[config.mk]
export PLATFORM = sky130hd
export DESIGN_NAME = mesh_result_collector_flat
export DESIGN_NICKNAME = d
export VERILOG_FILES = /design/src/rtl/mesh_pkg.sv /design/src/rtl/mesh_result_collector_if.sv /design/src/rtl/mesh_row_capture.sv /design/src/rtl/mesh_result_collector.sv /design/src/flat_wrapper.sv
export SDC_FILE = /design/constraint.sdc
export NUM_CORES = 1
export LEC_CHECK = 0
export CAP_MARGIN = 20
export CORE_MARGIN = 2
export CORE_UTILIZATION = 54
export CTS_CLUSTER_DIAMETER = 60
export DETAILED_ROUTE_END_ITERATION = 12
export GPL_ROUTABILITY_DRIVEN = 0
export GPL_TIMING_DRIVEN = 0
export PLACE_DENSITY_LB_ADDON = 0.25
export SYNTH_ARGS = -nofsm -noshare
export SYNTH_HDL_FRONTEND = slang
export SYNTH_SLANG_ARGS = --single-unit
[constraint.sdc]
create_clock -name clk_i -period 2.8 [get_ports clk_i]
set_input_delay 0.56 -clock clk_i [delete_from_list [all_inputs] [get_ports clk_i]]
set_output_delay 0.56 -clock clk_i [all_outputs]
set_load 0.02 [all_outputs]
[src/rtl/mesh_pkg.sv]
// Shared types and width helpers for the mesh east-boundary result collector.
package mesh_pkg;

  typedef enum logic [1:0] {
    IDLE    = 2'd0,
    COLLECT = 2'd1,
    STREAM  = 2'd2,
    DONE    = 2'd3
  } collector_state_t;

  localparam int DEFAULT_N          = 2;
  localparam int DEFAULT_DATA_WIDTH = 32;

  // $clog2 clamped to at least one bit so N=1 still yields usable index fields.
  function automatic int clog2_min1(input int value);
    int w;
    w = $clog2(value);
    return (w < 1) ? 1 : w;
  endfunction

endpackage

[src/rtl/mesh_result_collector_if.sv]
// Row-major result stream: collector drives data/row/col/valid, consumer drives ready.
interface mesh_result_collector_if #(
  parameter int DATA_WIDTH = 32,
  parameter int IDX_W      = 1
);
  logic [DATA_WIDTH-1:0] result_data_o;
  logic [IDX_W-1:0]      result_row_o;
  logic [IDX_W-1:0]      result_col_o;
  logic                  result_valid_o;
  logic                  result_ready_i;

  modport master (
    output result_data_o, result_row_o, result_col_o, result_valid_o,
    input  result_ready_i
  );

  modport slave (
    input  result_data_o, result_row_o, result_col_o, result_valid_o,
    output result_ready_i
  );
endinterface

[src/rtl/mesh_row_capture.sv]
// One mesh row's drain capture: word counter and N-word storage filled right to left.
module mesh_row_capture
  import mesh_pkg::*;
#(
  parameter int N          = DEFAULT_N,
  parameter int DATA_WIDTH = DEFAULT_DATA_WIDTH
) (
  input  logic                  clk_i,
  input  logic                  rstn_i,
  input  logic                  clear_i,
  input  logic                  capture_en_i,
  input  logic                  drain_i,
  input  logic [DATA_WIDTH-1:0] east_i,
  output logic [DATA_WIDTH-1:0] words_o [N],
  output logic                  row_full_o,
  output logic                  captured_o
);

  localparam int CNT_W = clog2_min1(N + 1);
  localparam int IDX_W = clog2_min1(N);

  logic [CNT_W-1:0]      cnt_q, cnt_d;
  logic [IDX_W-1:0]      slot_s;
  logic [DATA_WIDTH-1:0] words_q [N];

  // A full row refuses further words; the top flags those as overflow.
  always_comb begin
    row_full_o = (cnt_q == CNT_W'(N));
    captured_o = capture_en_i && drain_i && !row_full_o;
    slot_s     = IDX_W'(N - 1) - IDX_W'(cnt_q);
    if (clear_i) begin
      cnt_d = '0;
    end else if (captured_o) begin
      cnt_d = cnt_q + CNT_W'(1);
    end else begin
      cnt_d = cnt_q;
    end
  end

  always_ff @(posedge clk_i or negedge rstn_i) begin
    if (!rstn_i) begin
      cnt_q <= '0;
      for (int i = 0; i < N; i++) words_q[i] <= '0;
    end else begin
      cnt_q <= cnt_d;
      if (captured_o) words_q[slot_s] <= east_i;
    end
  end

  assign words_o = words_q;

endmodule

[src/rtl/mesh_result_collector.sv]
// East-boundary collector: gathers N*N drained results, then streams them row-major.
module mesh_result_collector
  import mesh_pkg::*;
#(
  parameter int N          = DEFAULT_N,
  parameter int DATA_WIDTH = DEFAULT_DATA_WIDTH
) (
  input  logic                   clk_i,
  input  logic                   rstn_i,
  input  logic                   start_i,
  input  logic [DATA_WIDTH-1:0]  east_i [0:N-1],
  input  logic [N-1:0]           drain_i,
  mesh_result_collector_if.master res_if,
  output logic                   busy_o,
  output logic                   done_o,
  output logic                   err_o
);

  localparam int IDX_W = clog2_min1(N);
  localparam int TOT_W = clog2_min1(N * N + 1);

  collector_state_t      state_q, state_d;
  logic [TOT_W-1:0]      total_q, total_d, cap_count_s;
  logic [IDX_W-1:0]      row_q, row_d, col_q, col_d;
  logic                  err_q, err_d;
  logic [N-1:0]          captured_s, row_full_s;
  logic [DATA_WIDTH-1:0] words_s [N][N];
  logic                  clear_s, collect_s, beat_s, last_beat_s, stray_s, overflow_s;

  for (genvar r = 0; r < N; r++) begin : g_row
    mesh_row_capture #(.N(N), .DATA_WIDTH(DATA_WIDTH)) u_row (
      .clk_i        (clk_i),
      .rstn_i       (rstn_i),
      .clear_i      (clear_s),
      .capture_en_i (collect_s),
      .drain_i      (drain_i[r]),
      .east_i       (east_i[r]),
      .words_o      (words_s[r]),
      .row_full_o   (row_full_s[r]),
      .captured_o   (captured_s[r])
    );
  end

  // Next-state, counters and sticky error; error set outranks the start-clear.
  always_comb begin
    state_d     = state_q;
    total_d     = total_q;
    row_d       = row_q;
    col_d       = col_q;
    err_d       = err_q;
    cap_count_s = '0;
    for (int r = 0; r < N; r++) cap_count_s = cap_count_s + TOT_W'(captured_s[r]);
    clear_s     = (state_q == IDLE) && start_i;
    collect_s   = (state_q == COLLECT);
    beat_s      = (state_q == STREAM) && res_if.result_ready_i;
    last_beat_s = (row_q == IDX_W'(N - 1)) && (col_q == IDX_W'(N - 1));
    stray_s     = (|drain_i) && !collect_s;
    overflow_s  = collect_s && (|(drain_i & row_full_s));

    case (state_q)
      IDLE: begin
        if (start_i) begin
          state_d = COLLECT;
          total_d = '0;
          row_d   = '0;
          col_d   = '0;
        end else begin
          state_d = IDLE;
        end
      end
      COLLECT: begin
        total_d = total_q + cap_count_s;
        if (total_d == TOT_W'(N * N)) state_d = STREAM;
        else                          state_d = COLLECT;
      end
      STREAM: begin
        if (beat_s && last_beat_s) begin
          state_d = DONE;
          row_d   = '0;
          col_d   = '0;
        end else if (beat_s && (col_q == IDX_W'(N - 1))) begin
          col_d = '0;
          row_d = row_q + IDX_W'(1);
        end else if (beat_s) begin
          col_d = col_q + IDX_W'(1);
        end else begin
          state_d = STREAM;
        end
      end
      DONE:    state_d = IDLE;
      default: state_d = IDLE;
    endcase

    if (clear_s) err_d = 1'b0;
    if (stray_s || overflow_s) err_d = 1'b1;
  end

  always_ff @(posedge clk_i or negedge rstn_i) begin
    if (!rstn_i) begin
      state_q <= IDLE;
      total_q <= '0;
      row_q   <= '0;
      col_q   <= '0;
      err_q   <= 1'b0;
    end else begin
      state_q <= state_d;
      total_q <= total_d;
      row_q   <= row_d;
      col_q   <= col_d;
      err_q   <= err_d;
    end
  end

  // Outputs decode straight from registers; data is forced to zero when no beat is offered.
  always_comb begin
    res_if.result_valid_o = (state_q == STREAM);
    res_if.result_row_o   = row_q;
    res_if.result_col_o   = col_q;
    if (state_q == STREAM) res_if.result_data_o = words_s[row_q][col_q];
    else                   res_if.result_data_o = '0;
    busy_o = (state_q == COLLECT) || (state_q == STREAM);
    done_o = (state_q == DONE);
    err_o  = err_q;
  end

endmodule

[src/flat_wrapper.sv]
// flat-port wrapper written by rule: the top's interface ports become plain ports
module mesh_result_collector_flat import mesh_pkg::*;
#(
  parameter int N          = DEFAULT_N,
  parameter int DATA_WIDTH = DEFAULT_DATA_WIDTH
)
  (clk_i, rstn_i, start_i, east_i, drain_i, busy_o, done_o, err_o, res_if_result_data_o, res_if_result_row_o, res_if_result_col_o, res_if_result_valid_o, res_if_result_ready_i);
  mesh_result_collector_if #(.DATA_WIDTH(DATA_WIDTH)) res_if_i ();
  input  logic clk_i;
  input  logic rstn_i;
  input  logic start_i;
  input  logic [DATA_WIDTH-1:0] east_i[0:N-1];
  input  logic [N-1:0] drain_i;
  output logic busy_o;
  output logic done_o;
  output logic err_o;
  output wire logic [$bits(res_if_i.result_data_o)-1:0] res_if_result_data_o;
  output wire logic [$bits(res_if_i.result_row_o)-1:0] res_if_result_row_o;
  output wire logic [$bits(res_if_i.result_col_o)-1:0] res_if_result_col_o;
  output wire logic [$bits(res_if_i.result_valid_o)-1:0] res_if_result_valid_o;
  input wire logic [$bits(res_if_i.result_ready_i)-1:0] res_if_result_ready_i;
  assign res_if_result_data_o = res_if_i.result_data_o;
  assign res_if_result_row_o = res_if_i.result_row_o;
  assign res_if_result_col_o = res_if_i.result_col_o;
  assign res_if_result_valid_o = res_if_i.result_valid_o;
  assign res_if_i.result_ready_i = res_if_result_ready_i;
  mesh_result_collector #(.N(N), .DATA_WIDTH(DATA_WIDTH)) u_core (.clk_i(clk_i), .rstn_i(rstn_i), .start_i(start_i), .east_i(east_i), .drain_i(drain_i), .res_if(res_if_i), .busy_o(busy_o), .done_o(done_o), .err_o(err_o));
endmodule
==> flow_metrics.env <==
export IMPL_outcome="complete, no violations"
export IMPL_wl_um=14400
export IMPL_hold_viol_final=0
export IMPL_grtUsageMet1=0.3046
export IMPL_crit_path_top_delay_cell="mux4_2"
export IMPL_cp_num_buf_inv=3
export IMPL_leakagePower_nw=3.838
export IMPL_ys_seq_elements=140
export IMPL_switching_share=0.2902
export IMPL_ioPinCount=108
export IMPL_clk_path_buf_depth=2
export IMPL_cts_sinks=140
export IMPL_dp_hpwl_um=9932
export IMPL_cts_tree="done"
export IMPL_core_um2=12060
export IMPL_fin_crit_sh=0.9687
export IMPL_wl_per_cell_um=19.51
export IMPL_first_pass_iters=4
export IMPL_fin_setup_tns_ns=0
export IMPL_area_growth_pct=28.56
export IMPL_crit_path_end_kind="primary output"
export IMPL_finalNetCount=636
export IMPL_portBuffers=107
export IMPL_use_met3=0.05166
export IMPL_final_common_cell="dfrtp_1"
export IMPL_p_comb_frac=0.374
export IMPL_drive_above_1_share=0.3895
export IMPL_antenna_found_initial=0
export IMPL_num_rows=40
export IMPL_clk_latency_ns=0.42
export IMPL_finalMaxSlewViolations=0
export IMPL_p_switching_mw=2.660
export IMPL_fmax_mhz=368.7
export IMPL_p_total_mw=9.164
export IMPL_dieArea_um2=13280
export IMPL_critPathTopFamily="buffers and inverters"
export IMPL_final_cells=738
export IMPL_grt_usage=0.2339
export IMPL_hp_class="in -> async"
export IMPL_worst_path_max_fanout=10
export IMPL_arrival_ns=2.15
export IMPL_synth_nets=508
export IMPL_n_antenna_cell=0
export IMPL_p_clk_frac=0.234
export IMPL_ys_seq_area_frac=0.5243
export IMPL_slowest_delay_ns=0.52
export IMPL_htreeDepth=4
export IMPL_cts_hold_buf=0
export IMPL_initial_utilization=0.5539
export IMPL_numCtsBuffers=17
export IMPL_path_clk_slew_ns=0.06
export IMPL_yosysWarnings=0
export IMPL_worst_slew_pin_slew_ns=0.7698
export IMPL_synth_cells=430
export IMPL_vdd_drop_max_v=0.0005514
export IMPL_die_h_um=115.2
export IMPL_grt_pass1_vias=4505
export IMPL_drt_initial_drc_count=219
export IMPL_internal_power_mw=6.504
export IMPL_placed_cells=706
export IMPL_grt_overflow=0
export IMPL_met2_usage=0.3878
export IMPL_ff2ff_setup_slack_ns=0.32
export IMPL_vias=4034
export IMPL_period_minus_slack_ns=2.712
export IMPL_start_kind="flop"
export IMPL_grt_start_max_net_pins=82
export IMPL_die_w_um=115.2
export IMPL_mostFrequentLayoutCells="dfrtp_1 (140), mux2_2 (98), clkdlybuf4s50_1 (74)"
export IMPL_drc=0
export IMPL_fin_worst_skew_ns=0.005368
export IMPL_grt_pass1_wl_um=23120
export IMPL_syn_avg_cell_area_um2=15.54
export IMPL_critical_path_class="reg -> out"
export IMPL_power_density_nw_per_um2=1067
export IMPL_synth_distinct_cells=37
export IMPL_setup_viol=0
export IMPL_required_ns=2.24
export IMPL_final_util=0.7121
export IMPL_ant_nets=0
export IMPL_vias_per_cell=5.466
export IMPL_crit_chain="buf_12, buf_8, mux4_2, and2_1, dlygate4sd2_1"
export IMPL_busiest_layer="met2"
export IMPL_power_frac_seq=0.392
export IMPL_relSlewSlack=0.4868
export IMPL_cts_root_buf="clkbuf_16"
export IMPL_syn_cell_area_um2=6681
export IMPL_cap_viol_max_count=0
-- synth_stat cells (all sizes together) --
library cell,n,area share
and3,1,0.00094
fa,1,0.0030
nand2,7,0.0039
buf,21,0.029
xor2,1,0.0013
a21oi,5,0.0037
o21ai,6,0.0045
nand2b,5,0.0047
nor3,1,0.00075
dfrtp,140,0.52
a211oi,1,0.0011
a32o,1,0.0015
inv,8,0.0045
and2,35,0.033
mux2i,3,0.0045
mux2,129,0.23
xnor2,2,0.0026
ha,7,0.013
nor2,6,0.0037
o211ai,1,0.0011
clkbuf,5,0.0028
nand3,2,0.0015
or2,3,0.0028
nand3b,2,0.0041
a31oi,1,0.00094
a22o,1,0.0013
o31ai,1,0.0011
nor2b,2,0.0019
mux4,32,0.11
-- cell families (layout without fill, tap and decap cells) --
family	after synthesis	in the layout	share of synthesized area
compound gates	17	17	0.01536
xor+xnor	3	3	0.003933
fa+ha+maj	8	8	0.01610
buf+inv	34	174	0.03652
flops	140	140	0.5243
mux	164	164	0.3466
simple gates	64	64	0.05712
-- repair_timing --
| item | CTS | global route |
|---|---|---|
| cloned | 0 | 0 |
| gates resized for setup | 46 | 4 |
| setup buffers | 0 | 2 |
| setup endpoints to repair | 32 | 27 |
-- through the flow --
step | hold slack, ns | setup WS, ns | cell area [um^2]
finish | 0.1583 | 0.08766 | 8589
floorplan | 0.2644 | 0.5551 | 6681
detailed placement | 0.4742 | -0.1239 | 7991
global placement | 0.4599 | -4.246 | 7963
CTS | 0.2071 | -0.1951 | 8559
global route | 0.2328 | -0.001783 | 8589
-- layout make-up --
| cell class | instances | area [um^2] |
|---|---|---|
| buffer | 25 | 255.2 |
| clock buffer | 25 | 505.5 |
| clock inverter | 6 | 60.06 |
| fill | 865 | 3472 |
| inverter | 8 | 30.03 |
| multi-input combinational | 256 | 2947 |
| sequential | 140 | 3503 |
| tap | 168 | 210.2 |
| timing repair buffer | 110 | 1079 |
-- power by group through the flow --
stage	Clock (mW)	Combinational, mW	Sequential (mW)
2_1_floorplan	0	2.67	3.42
3_3_place_gp	0	3.31	3.54
3_5_place_dp	0	3.44	3.61
4_1_cts	2.17	3.46	3.59
5_1_grt	2.27	3.70	3.70
6_report	2.14	3.43	3.60
-- worst paths after layout --
check | cells after the start | startpoint | to
max in group asynchronous | 2 | rstn_i | u_core.g_row[1].u_row.words_o[24]
worst min-delay path | 1 | rstn_i | u_core.g_row[1].u_row.words_o[42]
worst max register to register | 11 | flop | u_core.state_q[0]
min in group clk_i | 2 | u_core.total_q[1] | u_core.total_q[1]
worst min register to register | 2 | u_core.total_q[1] | u_core.total_q[1]
worst max-delay path | 5 | u_core.res_if.result_row_o | res_if_result_data_o[13]
-- state kept, by name, summed over array words and instances, names as in the netlist, named ones only --
signal and cells:
u_core.g_row.u_row.words_o 128, u_core.g_row.u_row.cnt_q 4, u_core.total_q 3, u_core.err_o 1, u_core.res_if.result_col_o 1, u_core.res_if.result_row_o 1, u_core.state_q 1
-- metal layers --
layer	share of wire	vias to the layer above
met5	0	-
met2	0.51	96
li1	-	1811
met4	0.018	0
met1	0.43	2103
met3	0.039	24
Power figures use the tool's default switching activity.
==> variant (same settings) <==
`DEFAULT_DATA_WIDTH`: 32 -> 64.
--- a/src/rtl/mesh_pkg.sv
+++ b/src/rtl/mesh_pkg.sv
@@ -11,3 +11,3 @@
   localparam int DEFAULT_N          = 2;
-  localparam int DEFAULT_DATA_WIDTH = 32;
+  localparam int DEFAULT_DATA_WIDTH = 64;
 
Ports: changed (resized east_i and res_if_result_data_o); port bits go from 108 to 204. The function was not compared with the original's and may differ.
==> variant against the unedited design <==
  * Cell area grew 88%
  * Combinational power grew 78%
  * Routed wire length is 97% higher
  * Critical path depth increased by 1
  * Worst setup slack worse by 0.089 ns
  * Synthesized area rose by 84%
  * Fmax shrank 3.2%
  * Total power grew 85%
  * The flow now finishes with violations (negative setup slack)
  * Sequential cell count rose by 128
  * Highest routed layer is now met5
  * Clock power is 86% higher
==> variant: results (changes against the unedited design) <==
- Max reg flops: 256 (+100%)
- Layout non-clock buf frac: 16.9% (+1.4 points)
- Clock latency on the worst-skew pair: 0.55 ns (+0.13 ns)
- Initial drt markers: 341 (+56%)
- Slew @ Worst Pin: 0.804 ns (+0.0342 ns)
- Crit path setup slack, layout: -0.00104 ns (-0.0887 ns)
- Largest net degree at the start of global routing: 123 (+50%)
- M3 GR Usage: 4.09% (-1.1 points)
- Final setup violating endpoints: 1 (+1)
- Layout area overhead: 31.1%
- Total placed instance area: 0.0148 mm2 (+85%)
- Peak supply drop: 0.000650 V (+18%)
- Failing checks: negative setup slack
- Fraction of area in multi-input gates: 32.9% (-1.4 points)
- Tot GR Track Use: 23.7% (+0.29 points)
- DR vias: 7477 (+85%)
- Status: finished with violations
- Power Density: 1050 mW/mm2 (-1.7%)
- Setup Total Neg Slack: -0.00104 ns (-0.00104 ns)
- First-pass GRT wire length: 44.5 mm (+93%)
- Final clock-cell share: 6.25% (-0.33 points)
- DRT Pass-1 Iters: 6 (+2)
- IO Port Bufs: 203 (+90%)
- Final std cells w/o fill: 1338 (+81%)
- Routing usage on met2: 39.5% (+0.75 points)
- Synth Instances: 774 (+80%)
- Non-CTS buffers: 276 (+100%)
- H-Tree Depth: 1 (-3)
- Routed len/inst: 21.2 um (+8.7%)
- Antenna violations before repair: 1 (+1)
- Metal3 WL: 1.16 mm (+100%)
- Register area: 0.00671 mm2 (+91%)
- Hold-fix buffers, CTS: 1 (+1)
variant: cell count changes in the layout (fill, tap and decap cells not counted), moves of 20 or more:
| cell | delta |
|---|---|
| mux2_2 | +149 |
| clkdlybuf4s50_1 | +64 |
| buf_6 | +45 |
| mux4_2 | +32 |
| and2_4 | +24 |
| dlygate4sd2_1 | -30 |
| dfrtp_1 | +127 |
| buf_2 | +27 |
| mux2_4 | -20 |
variant: cell families (layout without fill, tap and decap cells):
group / count (synthesis) / in the layout / share of synthesized area, %
fa+ha+maj: 8 / 8 / 0.874
buf+inv: 57 / 336 / 3.00
mux: 324 / 324 / 35.8
compound gates: 18 / 18 / 0.894
flops: 268 / 268 / 54.5
xor+xnor: 3 / 3 / 0.213
simple gates: 96 / 96 / 4.82
variant: worst paths after layout:
check / from / endpoint / cells past startpoint / slack [ns]
max in group asynchronous: rstn_i / u_core.g_row[0].u_row.words_o[20]$_DFFE_PN0P_ / 3 / 1.38
worst max-delay path: u_core.res_if.result_row_o$_DFFE_PN0P_ / res_if_result_data_o[25] / 6 / -0.001
min in group asynchronous: rstn_i / u_core.g_row[0].u_row.words_o[74]$_DFFE_PN0P_ / 2 / 0.50
worst min register to register: u_core.err_o$_DFFE_PN0P_ / u_core.err_o$_DFFE_PN0P_ / 2 / 0.49
worst max register to register: flop / u_core.state_q[0]$_DFFE_PN0P_ / 11 / 0.30
worst min-delay path: u_core.err_o$_DFFE_PN0P_ / u_core.err_o$_DFFE_PN0P_ / 2 / 0.49
variant: worst max-delay path, cell delays in order, from the launching register on:
cell     delay, ns
dfrtp_2       0.46
buf_6         0.17
buf_12        0.13
buf_4         0.13
mux4_2        0.48
and2_1        0.16
buf_2         0.15
